[src/rtl/mips_pkg.sv]
// Shared constants for the MIPS fetch stage: reset PC, the bubble word,
// instruction field positions and the fetch FSM state type.
package mips_pkg;

   localparam logic [31:0] MIPS_RESET_PC  = 32'h0040_0000;
   localparam logic [31:0] MIPS_NOP_INSTR = 32'h0000_0000;

   localparam int OPCODE_MSB = 31;
   localparam int OPCODE_LSB = 26;
   localparam int FUNCT_MSB  = 5;
   localparam int FUNCT_LSB  = 0;

   typedef enum logic [1:0] {
      IDLE = 2'd0,
      REQ  = 2'd1,
      BUF  = 2'd2
   } fetch_state_e;

endpackage

[src/rtl/if_skid_buffer.sv]
// Single-entry holding register for a fetched word that arrived while IF/ID
// was stalled. Only the full flag is reset; the payload is qualified by it.
module if_skid_buffer
   import mips_pkg::*;
#(
   parameter int unsigned DATA_WIDTH = 32
) (
   input  logic                  clk,
   input  logic                  reset,
   input  logic                  i_load,
   input  logic                  i_clear,
   input  logic [DATA_WIDTH-1:0] i_instr,
   input  logic [DATA_WIDTH-1:0] i_pc_plus4,
   output logic                  o_full,
   output logic [DATA_WIDTH-1:0] o_instr,
   output logic [DATA_WIDTH-1:0] o_pc_plus4
);

   logic                  r_full;
   logic [DATA_WIDTH-1:0] r_instr;
   logic [DATA_WIDTH-1:0] r_pc_plus4;

   always_ff @(posedge clk) begin
      if (reset || i_clear) begin
         r_full <= 1'b0;
      end else if (i_load) begin
         r_full <= 1'b1;
      end
   end

   always_ff @(posedge clk) begin
      if (i_load) begin
         r_instr    <= i_instr;
         r_pc_plus4 <= i_pc_plus4;
      end
   end

   assign o_full     = r_full;
   assign o_instr    = r_instr;
   assign o_pc_plus4 = r_pc_plus4;

endmodule

[src/rtl/instruction_fetch_stage.sv]
// MIPS instruction fetch: PC, imem request/ready handshake, stall skid buffer
// and the IF/ID register; redirects realign the PC and flush IF/ID.
module instruction_fetch_stage
   import mips_pkg::*;
#(
   parameter int unsigned           DATA_WIDTH = 32,
   parameter logic [DATA_WIDTH-1:0] RESET_PC   = MIPS_RESET_PC,
   parameter logic [DATA_WIDTH-1:0] NOP_INSTR  = MIPS_NOP_INSTR
) (
   input  logic                  clk,
   input  logic                  reset,
   input  logic                  stall,
   input  logic                  redirect_valid,
   input  logic [DATA_WIDTH-1:0] redirect_pc,
   output logic                  imem_req,
   output logic [DATA_WIDTH-1:0] imem_addr,
   input  logic                  imem_ready,
   input  logic [DATA_WIDTH-1:0] imem_rdata,
   output logic                  ifid_valid,
   output logic [DATA_WIDTH-1:0] ifid_instr,
   output logic [DATA_WIDTH-1:0] ifid_pc_plus4,
   output logic [5:0]            ifid_opcode,
   output logic [5:0]            ifid_funct,
   output logic                  pc_misaligned,
   output logic [31:0]           fetch_count
);

   localparam logic [DATA_WIDTH-1:0] PC_STEP = {{(DATA_WIDTH-3){1'b0}}, 3'd4};

   fetch_state_e          r_state;
   logic                  r_imem_req;
   logic [DATA_WIDTH-1:0] r_pc;
   logic                  r_ifid_valid;
   logic [DATA_WIDTH-1:0] r_ifid_instr;
   logic [DATA_WIDTH-1:0] r_ifid_pc_plus4;
   logic                  r_pc_misaligned;
   logic [31:0]           r_fetch_count;

   logic [DATA_WIDTH-1:0] w_pc_plus4;
   logic                  w_skid_load;
   logic                  w_skid_clear;
   logic                  w_skid_full;
   logic [DATA_WIDTH-1:0] w_skid_instr;
   logic [DATA_WIDTH-1:0] w_skid_pc_plus4;

   assign w_pc_plus4 = r_pc + PC_STEP;

   // Redirect discards any response arriving in the same cycle, so it also blocks the skid load.
   assign w_skid_load  = !redirect_valid && (r_state == REQ) && imem_ready && stall;
   assign w_skid_clear = redirect_valid || ((r_state == BUF) && !stall);

   if_skid_buffer #(.DATA_WIDTH(DATA_WIDTH)) u_skid (
      .clk        (clk),
      .reset      (reset),
      .i_load     (w_skid_load),
      .i_clear    (w_skid_clear),
      .i_instr    (imem_rdata),
      .i_pc_plus4 (w_pc_plus4),
      .o_full     (w_skid_full),
      .o_instr    (w_skid_instr),
      .o_pc_plus4 (w_skid_pc_plus4)
   );

   always_ff @(posedge clk) begin
      if (reset) begin
         r_state         <= IDLE;
         r_imem_req      <= 1'b0;
         r_pc            <= RESET_PC;
         r_ifid_valid    <= 1'b0;
         r_ifid_instr    <= NOP_INSTR;
         r_ifid_pc_plus4 <= '0;
         r_pc_misaligned <= 1'b0;
         r_fetch_count   <= 32'd0;
      end else begin
         r_pc_misaligned <= redirect_valid && (redirect_pc[1:0] != 2'b00);
         if (redirect_valid) begin
            r_state         <= REQ;
            r_imem_req      <= 1'b1;
            r_pc            <= {redirect_pc[DATA_WIDTH-1:2], 2'b00};
            r_ifid_valid    <= 1'b0;
            r_ifid_instr    <= NOP_INSTR;
            r_ifid_pc_plus4 <= '0;
         end else begin
            case (r_state)
               IDLE: begin
                  r_state    <= REQ;
                  r_imem_req <= 1'b1;
               end
               REQ: begin
                  if (imem_ready && !stall) begin
                     r_ifid_valid    <= 1'b1;
                     r_ifid_instr    <= imem_rdata;
                     r_ifid_pc_plus4 <= w_pc_plus4;
                     r_pc            <= w_pc_plus4;
                     r_fetch_count   <= r_fetch_count + 32'd1;
                  end else if (imem_ready) begin
                     r_state    <= BUF;
                     r_imem_req <= 1'b0;
                  end else if (!stall) begin
                     r_ifid_valid <= 1'b0;
                     r_ifid_instr <= NOP_INSTR;
                  end
               end
               BUF: begin
                  if (!stall && w_skid_full) begin
                     r_ifid_valid    <= 1'b1;
                     r_ifid_instr    <= w_skid_instr;
                     r_ifid_pc_plus4 <= w_skid_pc_plus4;
                     r_pc            <= w_skid_pc_plus4;
                     r_fetch_count   <= r_fetch_count + 32'd1;
                     r_state         <= REQ;
                     r_imem_req      <= 1'b1;
                  end
               end
               default: begin
                  r_state    <= IDLE;
                  r_imem_req <= 1'b0;
               end
            endcase
         end
      end
   end

   assign imem_req      = r_imem_req;
   assign imem_addr     = r_pc;
   assign ifid_valid    = r_ifid_valid;
   assign ifid_instr    = r_ifid_instr;
   assign ifid_pc_plus4 = r_ifid_pc_plus4;
   assign ifid_opcode   = r_ifid_instr[OPCODE_MSB:OPCODE_LSB];
   assign ifid_funct    = r_ifid_instr[FUNCT_MSB:FUNCT_LSB];
   assign pc_misaligned = r_pc_misaligned;
   assign fetch_count   = r_fetch_count;

endmodule

[config.mk]
export PLATFORM = sky130hd
export DESIGN_NAME = instruction_fetch_stage
export DESIGN_NICKNAME = d
export VERILOG_FILES = /design/src/rtl/mips_pkg.sv /design/src/rtl/if_skid_buffer.sv /design/src/rtl/instruction_fetch_stage.sv
export SDC_FILE = /design/constraint.sdc
export NUM_CORES = 1
export LEC_CHECK = 0
export ABC_AREA = 1
export ABC_CLOCK_PERIOD_IN_PS = 10400
export CORE_MARGIN = 2
export CORE_UTILIZATION = 51
export CTS_CLUSTER_SIZE = 10
export DETAILED_ROUTE_END_ITERATION = 8
export PLACE_DENSITY = 0.78
export SETUP_SLACK_MARGIN = 0.15
export SYNTH_ARGS = -nofsm -noshare
export SYNTH_HDL_FRONTEND = slang
export SYNTH_SLANG_ARGS = --single-unit
[constraint.sdc]
create_clock -name clk -period 10.4 [get_ports clk]
set_input_delay 1.56 -clock clk [delete_from_list [all_inputs] [get_ports clk]]
set_output_delay 1.56 -clock clk [all_outputs]
set_load 0.01 [all_outputs]
# == Word level (Yosys, flattened, before mapping) ==
# Cells that the tools add are included.
# word_totals
in_bits,69
regBits,198
elab_cells,76
out_inout_bits,143
# op_classes
n_reduce_logical,22
add_sub_neg,2
n_bitwise,1
muxes,26
n_eq_ne,12
# op_table
operator,count
2-to-1 mux 32 bit,9
one-hot mux 32 bit (2 select lines),3
adder 32 x 1 -> 32 bit (second input constant),1
adder 32 x 3 -> 32 bit (second input constant),1
!= test 3 x 2 -> 1 bit (second input constant),4
AND reduction 3 bit,4
2-to-1 mux 1 bit,8
AND reduction 4 bit,2
logical AND 1 bit,7
2-to-1 mux 2 bit,3
!= test 3 bit (second input constant),2
one-hot mux 2 bit (3 select lines),1
!= test 2 x 1 -> 1 bit (second input constant),2
!= test 2 bit (second input constant),2
nonzero test 2 bit,2
one-hot mux 1 bit (3 select lines),1
nonzero test 3 bit,1
equality test 2 x 1 -> 1 bit (second input constant),1
equality test 2 bit (second input constant),1
logical NOT 1 bit,2
logical NOT 2 bit,1
logical OR 1 bit,2
one-hot mux 1 bit (2 select lines),1
OR reduction 2 bit,1
inverter 1 bit,1

# == Logic depth before layout (Yosys ltp) ==
# logic_depth
depth_word,5
ltp_mapped,12
mapped_depth_nobuf,12

# == Cells and area by module ==
# From an unflattened synthesis, not the netlist that was laid out.
# unflattened
cells_unflattened,1220
area_unflattened_um2,9402.8
# by_module_without_submodules
module,area_each_um2,seq_area_each_um2,cells_per_inst,n_inst
instruction_fetch_stage,7442.1,2622.5,1150,1
if_skid_buffer,1960.6,1941.9,70,1

# == Least setup slack after synthesis ==
# No wires, ideal clock.
# synth_timing
kind,input port to flip-flop
from,in redirect_valid
to,"reg u_skid.r_full, in the netlist u_skid.o_full"
path_slack_ns,1.708
setup_ns,0.094
cell_stages,4
required_ns,10.306
t_arrival_ns,8.599
n_path_buf,1
path_cell_list,buf_2 -> nor4_1 -> o21ai_0 -> a21oi_1
# synth_between
elab_chain_cells,4
elab_cells_between_ends,6
classes_between,6 x reduce/logical
# synth_lines
element,line,source
"start, declared",instruction_fetch_stage.sv:13,"input logic redirect_valid,"
logical NOT 1 bit,instruction_fetch_stage.sv:49,assign w_skid_load = !redirect_valid && (r_state == REQ) && imem_ready && stall;
logical AND 1 bit (3 in series),instruction_fetch_stage.sv:49,
net u_skid.i_load,if_skid_buffer.sv:10,"input logic i_load,"
"end signal, assigned",if_skid_buffer.sv:25,r_full <= 1'b0;
"end signal, assigned",if_skid_buffer.sv:27,r_full <= 1'b1;
"end, declared",if_skid_buffer.sv:19,logic r_full;
# The timed path passes the listed nets, and every way through them passes these cells.
# A chain may end at the register's enable or synchronous reset.

# == Worst setup path in the final report ==
# layout_timing
from,in imem_ready
to,"reg r_fetch_count[3], in the netlist fetch_count[3]"
# layout_between
elab_chain_cells,3
# layout_lines
element,line,source
"start, declared",instruction_fetch_stage.sv:17,"input logic imem_ready,"
logical AND 1 bit,instruction_fetch_stage.sv:90,if (imem_ready && !stall) begin
!= test 2 x 1 -> 1 bit (no source line),-,
AND reduction 4 bit (no source line),-,
"end signal, assigned",instruction_fetch_stage.sv:95,r_fetch_count <= r_fetch_count + 32'd1;
"end signal, assigned",instruction_fetch_stage.sv:110,r_fetch_count <= r_fetch_count + 32'd1;
"end, declared",instruction_fetch_stage.sv:37,logic [31:0] r_fetch_count;
# Every way passes these cells.

==> qor.log <==
[synthesis] Post-Synthesis Net Count 1254
[floorplanning] Initial Utilization 51.53%
[worst_hold_path] terminating pin of the worst hold path ifid_valid$_SDFFE_PP0P_
[drt] number of remaining DRC errors 0
[placed_design] final HPWL from detailed placement 18.16 mm
[synthesis] netlist area before placement 9193 sq um
[power] Reg power frac 50.7%
[sta] Tcrit/Tclk final 43.33%
[placed_design] IO buf count 211
[synthesis] YS warnings 0
[floorplanning] core region area 17840 sq um
[worst_hold_path] worst hold path stage count 2
[grt] wire length of the first global-routing pass 42.37 mm
[critical_path] reg-to-reg setup timing slack 7380 ps
[floorplanning] Std-Cell Rows 49
[floorplanning] area enclosed by the die boundary 19110 sq um
[clock_tree] TritonCTS clock tree built
[power] pwr/cell area 138.2 nW/um^2
[grt] number of antenna violations at the first check in global routing 1
[sta] skew final 9.834 ps
[synthesis] Syn Inst Count 1183
[sta] RSZ-0062 raised after global routing false
[critical_path] Worst EP required 10720 ps
[power] Net Switching 0.4002 mW
[critical_path] r2r endpoint fetch_count[3]$_SDFFE_PP0P_
[clock_tree] number of buffers created by CTS 17
[run_status] outcome complete, no violations
[power] internal cell power 1.241 mW
[finish] number of antenna diodes 0
[critical_path] maximum net fanout on the critical path 59
[critical_path] startpoint kind of the worst setup timing path input pin
[synthesis] average size of a mapped cell 7.771 sq um
[finish] layout filler cell count 1537
[clock_tree] count of instances resized after the clock tree is built 0
[clock_tree] CTS H-Tree Depth 4
[sta] slew at the pin closest to its max-slew limit 890.4 ps
[drt] mean routed wirelength per cell 16.58 um
[critical_path] Top cell by count, worst path sky130_fd_sc_hd__nand2_1
[clock_tree] buffer cell driving the clock tree root sky130_fd_sc_hd__clkbuf_16
[critical_path] Max stage delay on crit path 700 ps
[grt] Overall Global Routing Usage 27.24%
[critical_path] worst reg2reg path startpoint r_state[0]$_SDFFE_PP0P_
[run] number of max-cap violations 0
[critical_path] gate family responsible for the most delay along the worst path buffers and inverters
[drt] TritonRoute pass-1 iters 6
[power] portion of total power attributed to the clock network 39.5%
[drt] Detail Route Antenna Nets 0
[worst_hold_path] HP Class flip-flop to flip-flop
[drt] final WL 26.39 mm
[sta] Total Neg Setup Slack 0 ps
[sta] final count of hold timing violations 0
[sta] highest clock rate 221.9 MHz
[synthesis] sequential fraction of the synthesis area 49.65%
[finish] net count of the finished layout 1422
[sta] shortest period the worst path allows 4506 ps
[drt] total via count in the routed design 8888
[critical_path] Worst Path Arrival 4820 ps
[clock_tree] buffers from clock root to sink, at most 2
[sta] final-report max-slew violation count 0
[drt] DRC violation total after the first TritonRoute iteration 806
[synthesis] dominant synthesized flop cell sky130_fd_sc_hd__dfxtp_1
[critical_path] element type at the critical path end flip-flop
[floorplanning] die outline height 138.3 um
[clock_tree] clock slew at reported path FFs 70 ps
[critical_path] category of the most critical setup path input pin to flip-flop
[grt] via count of the first global-routing pass 8176
[clock_tree] worst-skew pair later-pin latency 430 ps
[power] switching share of power 24.39%
[critical_path] CP max-delay cell sky130_fd_sc_hd__inv_2
[finish] Area Growth Syn to Fin 29.14%
[sta] Relative slew margins 40.55%
[floorplanning] floorplan die width 138.3 um
[critical_path] sum of buffers and inverters on the critical path 4
[clock_tree] clk sinks 196
[worst_hold_path] worst min-delay path startpoint ifid_valid$_SDFFE_PP0P_
[clock_tree] setup fix buffers added after clock tree synthesis 0
[power] leakage power 4.214 nW
[power] maximum resistive drop on vdd 0.1240 mV
[critical_path] Worst Reg2Reg Path Length in Cells 9
[power] sum of internal, switching and leakage power 1.641 mW
[synthesis] ys async rst share 0%
[drt] per-cell via count in the routed design 5.583
[grt] global route total overflow 0
[placed_design] RD Place Congestion 0.9177
[sta] number of endpoints failing setup at the final stage 0
[critical_path] Critical Path, Cell by Cell clkdlybuf4s50_1 > inv_1 > nor2_2 > buf_4 > nand2_1 > nand2_4 > nand2_2 > inv_2 > nand2_1 > o21ai_0 > a21oi_1
[clock_tree] number of buffers inserted by hold repair at cts 0
[floorplanning] number of top-level pins 212
[synthesis] number of synthesized flops with an enable pin 64
[finish] proportion of layout cells with a drive suffix above 1 5.136%
[synthesis] post-synthesis register bit count 196
[synthesis] Netlist cell types 39
[grt] largest net degree at the start of global routing 66
[power] relative contribution of combinational cells to total power 9.8%
[synthesized netlist by cell type (2+ instances only)]
cell | n | area (sq um)
sky130_fd_sc_hd__ha_1 | 2 | 25.02
sky130_fd_sc_hd__nand3b_1 | 12 | 90.09
sky130_fd_sc_hd__nand2_1 | 301 | 1130
sky130_fd_sc_hd__nor4_1 | 2 | 12.51
sky130_fd_sc_hd__nor2_1 | 114 | 427.9
sky130_fd_sc_hd__o211ai_1 | 2 | 15.01
sky130_fd_sc_hd__o21ai_0 | 91 | 455.4
sky130_fd_sc_hd__nand2_2 | 2 | 12.51
sky130_fd_sc_hd__xor2_1 | 5 | 43.79
sky130_fd_sc_hd__nor3_1 | 17 | 85.08
sky130_fd_sc_hd__buf_1 | 4 | 15.01
sky130_fd_sc_hd__edfxtp_1 | 64 | 1922
sky130_fd_sc_hd__clkbuf_1 | 25 | 93.84
sky130_fd_sc_hd__buf_4 | 16 | 120.1
sky130_fd_sc_hd__inv_1 | 78 | 292.8
sky130_fd_sc_hd__a22oi_1 | 18 | 135.1
sky130_fd_sc_hd__a21oi_1 | 82 | 410.4
sky130_fd_sc_hd__or2_2 | 15 | 93.84
sky130_fd_sc_hd__nand3_1 | 99 | 495.5
sky130_fd_sc_hd__a211oi_1 | 3 | 22.52
sky130_fd_sc_hd__nor2_2 | 2 | 12.51
sky130_fd_sc_hd__xnor2_1 | 7 | 61.31
sky130_fd_sc_hd__inv_2 | 5 | 18.77
sky130_fd_sc_hd__nor2_4 | 3 | 33.78
sky130_fd_sc_hd__a31oi_1 | 34 | 212.7
sky130_fd_sc_hd__dfxtp_1 | 132 | 2643
sky130_fd_sc_hd__nand4_1 | 6 | 37.54
sky130_fd_sc_hd__o21a_1 | 4 | 30.03
sky130_fd_sc_hd__o21bai_1 | 3 | 22.52
sky130_fd_sc_hd__buf_2 | 23 | 115.1
sky130_fd_sc_hd__nor3_2 | 4 | 40.04
[worst min-delay path: cells and delay by family, from the launching register on]
kind	cells	cell delay [ps]
flip-flops	1	310
AND/OR/NAND/NOR	1	60
AO/OA/AOI/OAI	1	50
[worst max-delay path by stage]
stage / depth (start not counted) / end / from
3_5_place_dp: 11 / fetch_count[3]$_SDFFE_PP0P_ / imem_ready
3_3_place_gp: 11 / fetch_count[3]$_SDFFE_PP0P_ / imem_ready
2_1_floorplan: 4 / u_skid.o_full$_SDFFE_PP0P_ / redirect_valid
5_1_grt: 11 / fetch_count[3]$_SDFFE_PP0P_ / imem_ready
4_1_cts: 11 / fetch_count[3]$_SDFFE_PP0P_ / imem_ready
6_report: 11 / fetch_count[3]$_SDFFE_PP0P_ / imem_ready
[sequential cells by signal, summed over array words and instances, names as in the netlist, named ones only]
| register | cells |
|---|---|
| u_skid.o_pc_plus4 | 32 |
| ifid_valid | 1 |
| u_skid.o_instr | 32 |
| fetch_count | 32 |
| u_skid.o_full | 1 |
| pc_misaligned | 1 |
| ifid_instr | 32 |
| imem_addr | 30 |
| r_state | 2 |
| ifid_pc_plus4 | 30 |
| imem_req | 1 |
[per-stage QoR]
step	cells	setup slack (ps)	hold slack (ps)	instance area, sq um	util (%)
after global routing	1592	5510	479.7	11870	66.54
final	1592	5894	460.2	11870	66.54
after floorplan	1183	1708	455.2	9193	-
after detailed placement	1561	5480	455.9	11300	63.36
after CTS	1592	5928	465.9	11870	66.54
after global placement	1561	5489	454.0	11300	63.36
[final cells by class]
class / count / area (sq um) / area share, %
sequential: 196 / 4564 / 38.45
multi-input combinational: 834 / 3974 / 33.47
timing repair buffer: 218 / 2165 / 18.23
clock buffer: 19 / 432.9 / 3.647
inverter: 84 / 315.3 / 2.656
tap: 229 / 286.5 / 2.414
clock inverter: 12 / 133.9 / 1.128
[layer usage]
layer  GRT usage [%]  vias up  share of wire (%)
li1                -     4299                  -
met1           37.27     4113                 44
met2           43.33      430                 46
met3           6.477       44                8.7
met4           8.110        2                1.9
met5               0        -              0.049
[power groups by stage]
| stage | sequential (mW) | combinational, mW | clock [mW] |
|---|---|---|---|
| finish | 0.832 | 0.161 | 0.648 |
| global route | 0.834 | 0.175 | 0.688 |
| CTS | 0.832 | 0.161 | 0.653 |
| detailed placement | 0.849 | 0.160 | 0 |
| global placement | 0.848 | 0.158 | 0 |
| floorplan | 0.850 | 0.0723 | 0 |
[logic make-up after synthesis]
family | Yosys count | share of synthesized area, %
AO/OA/AOI/OAI | 241 | 14.52
multiplexers | 1 | 0.1089
buffers and inverters | 153 | 7.295
AND/OR/NAND/NOR | 578 | 27.00
adder cells (fa/ha/maj) | 2 | 0.2722
flip-flops | 196 | 49.65
XOR/XNOR | 12 | 1.143
[cell usage in the layout, fill, tap and decap left out, types with 2 or more instances in the layout]
cell type and n:
sky130_fd_sc_hd__a211oi_1 3, sky130_fd_sc_hd__a21oi_1 82, sky130_fd_sc_hd__a22oi_1 18, sky130_fd_sc_hd__a31oi_1 34, sky130_fd_sc_hd__buf_4 7, sky130_fd_sc_hd__bufinv_16 2, sky130_fd_sc_hd__clkbuf_1 2, sky130_fd_sc_hd__clkbuf_16 17
sky130_fd_sc_hd__clkdlybuf4s50_1 211, sky130_fd_sc_hd__clkinv_1 2, sky130_fd_sc_hd__clkinv_2 2, sky130_fd_sc_hd__clkinv_4 3, sky130_fd_sc_hd__dfxtp_1 132, sky130_fd_sc_hd__edfxtp_1 64, sky130_fd_sc_hd__ha_1 2, sky130_fd_sc_hd__inv_1 78
sky130_fd_sc_hd__inv_2 5, sky130_fd_sc_hd__inv_6 3, sky130_fd_sc_hd__nand2_1 300, sky130_fd_sc_hd__nand2_2 3, sky130_fd_sc_hd__nand3_1 99, sky130_fd_sc_hd__nand3b_1 12, sky130_fd_sc_hd__nand4_1 6, sky130_fd_sc_hd__nor2_1 113
sky130_fd_sc_hd__nor2_2 2, sky130_fd_sc_hd__nor2_4 4, sky130_fd_sc_hd__nor3_1 17, sky130_fd_sc_hd__nor3_2 4, sky130_fd_sc_hd__o211ai_1 2, sky130_fd_sc_hd__o21a_1 4, sky130_fd_sc_hd__o21ai_0 91, sky130_fd_sc_hd__o21bai_1 3
sky130_fd_sc_hd__or2_2 15, sky130_fd_sc_hd__xnor2_1 7, sky130_fd_sc_hd__xor2_1 5
Power figures use the tool's default switching activity.
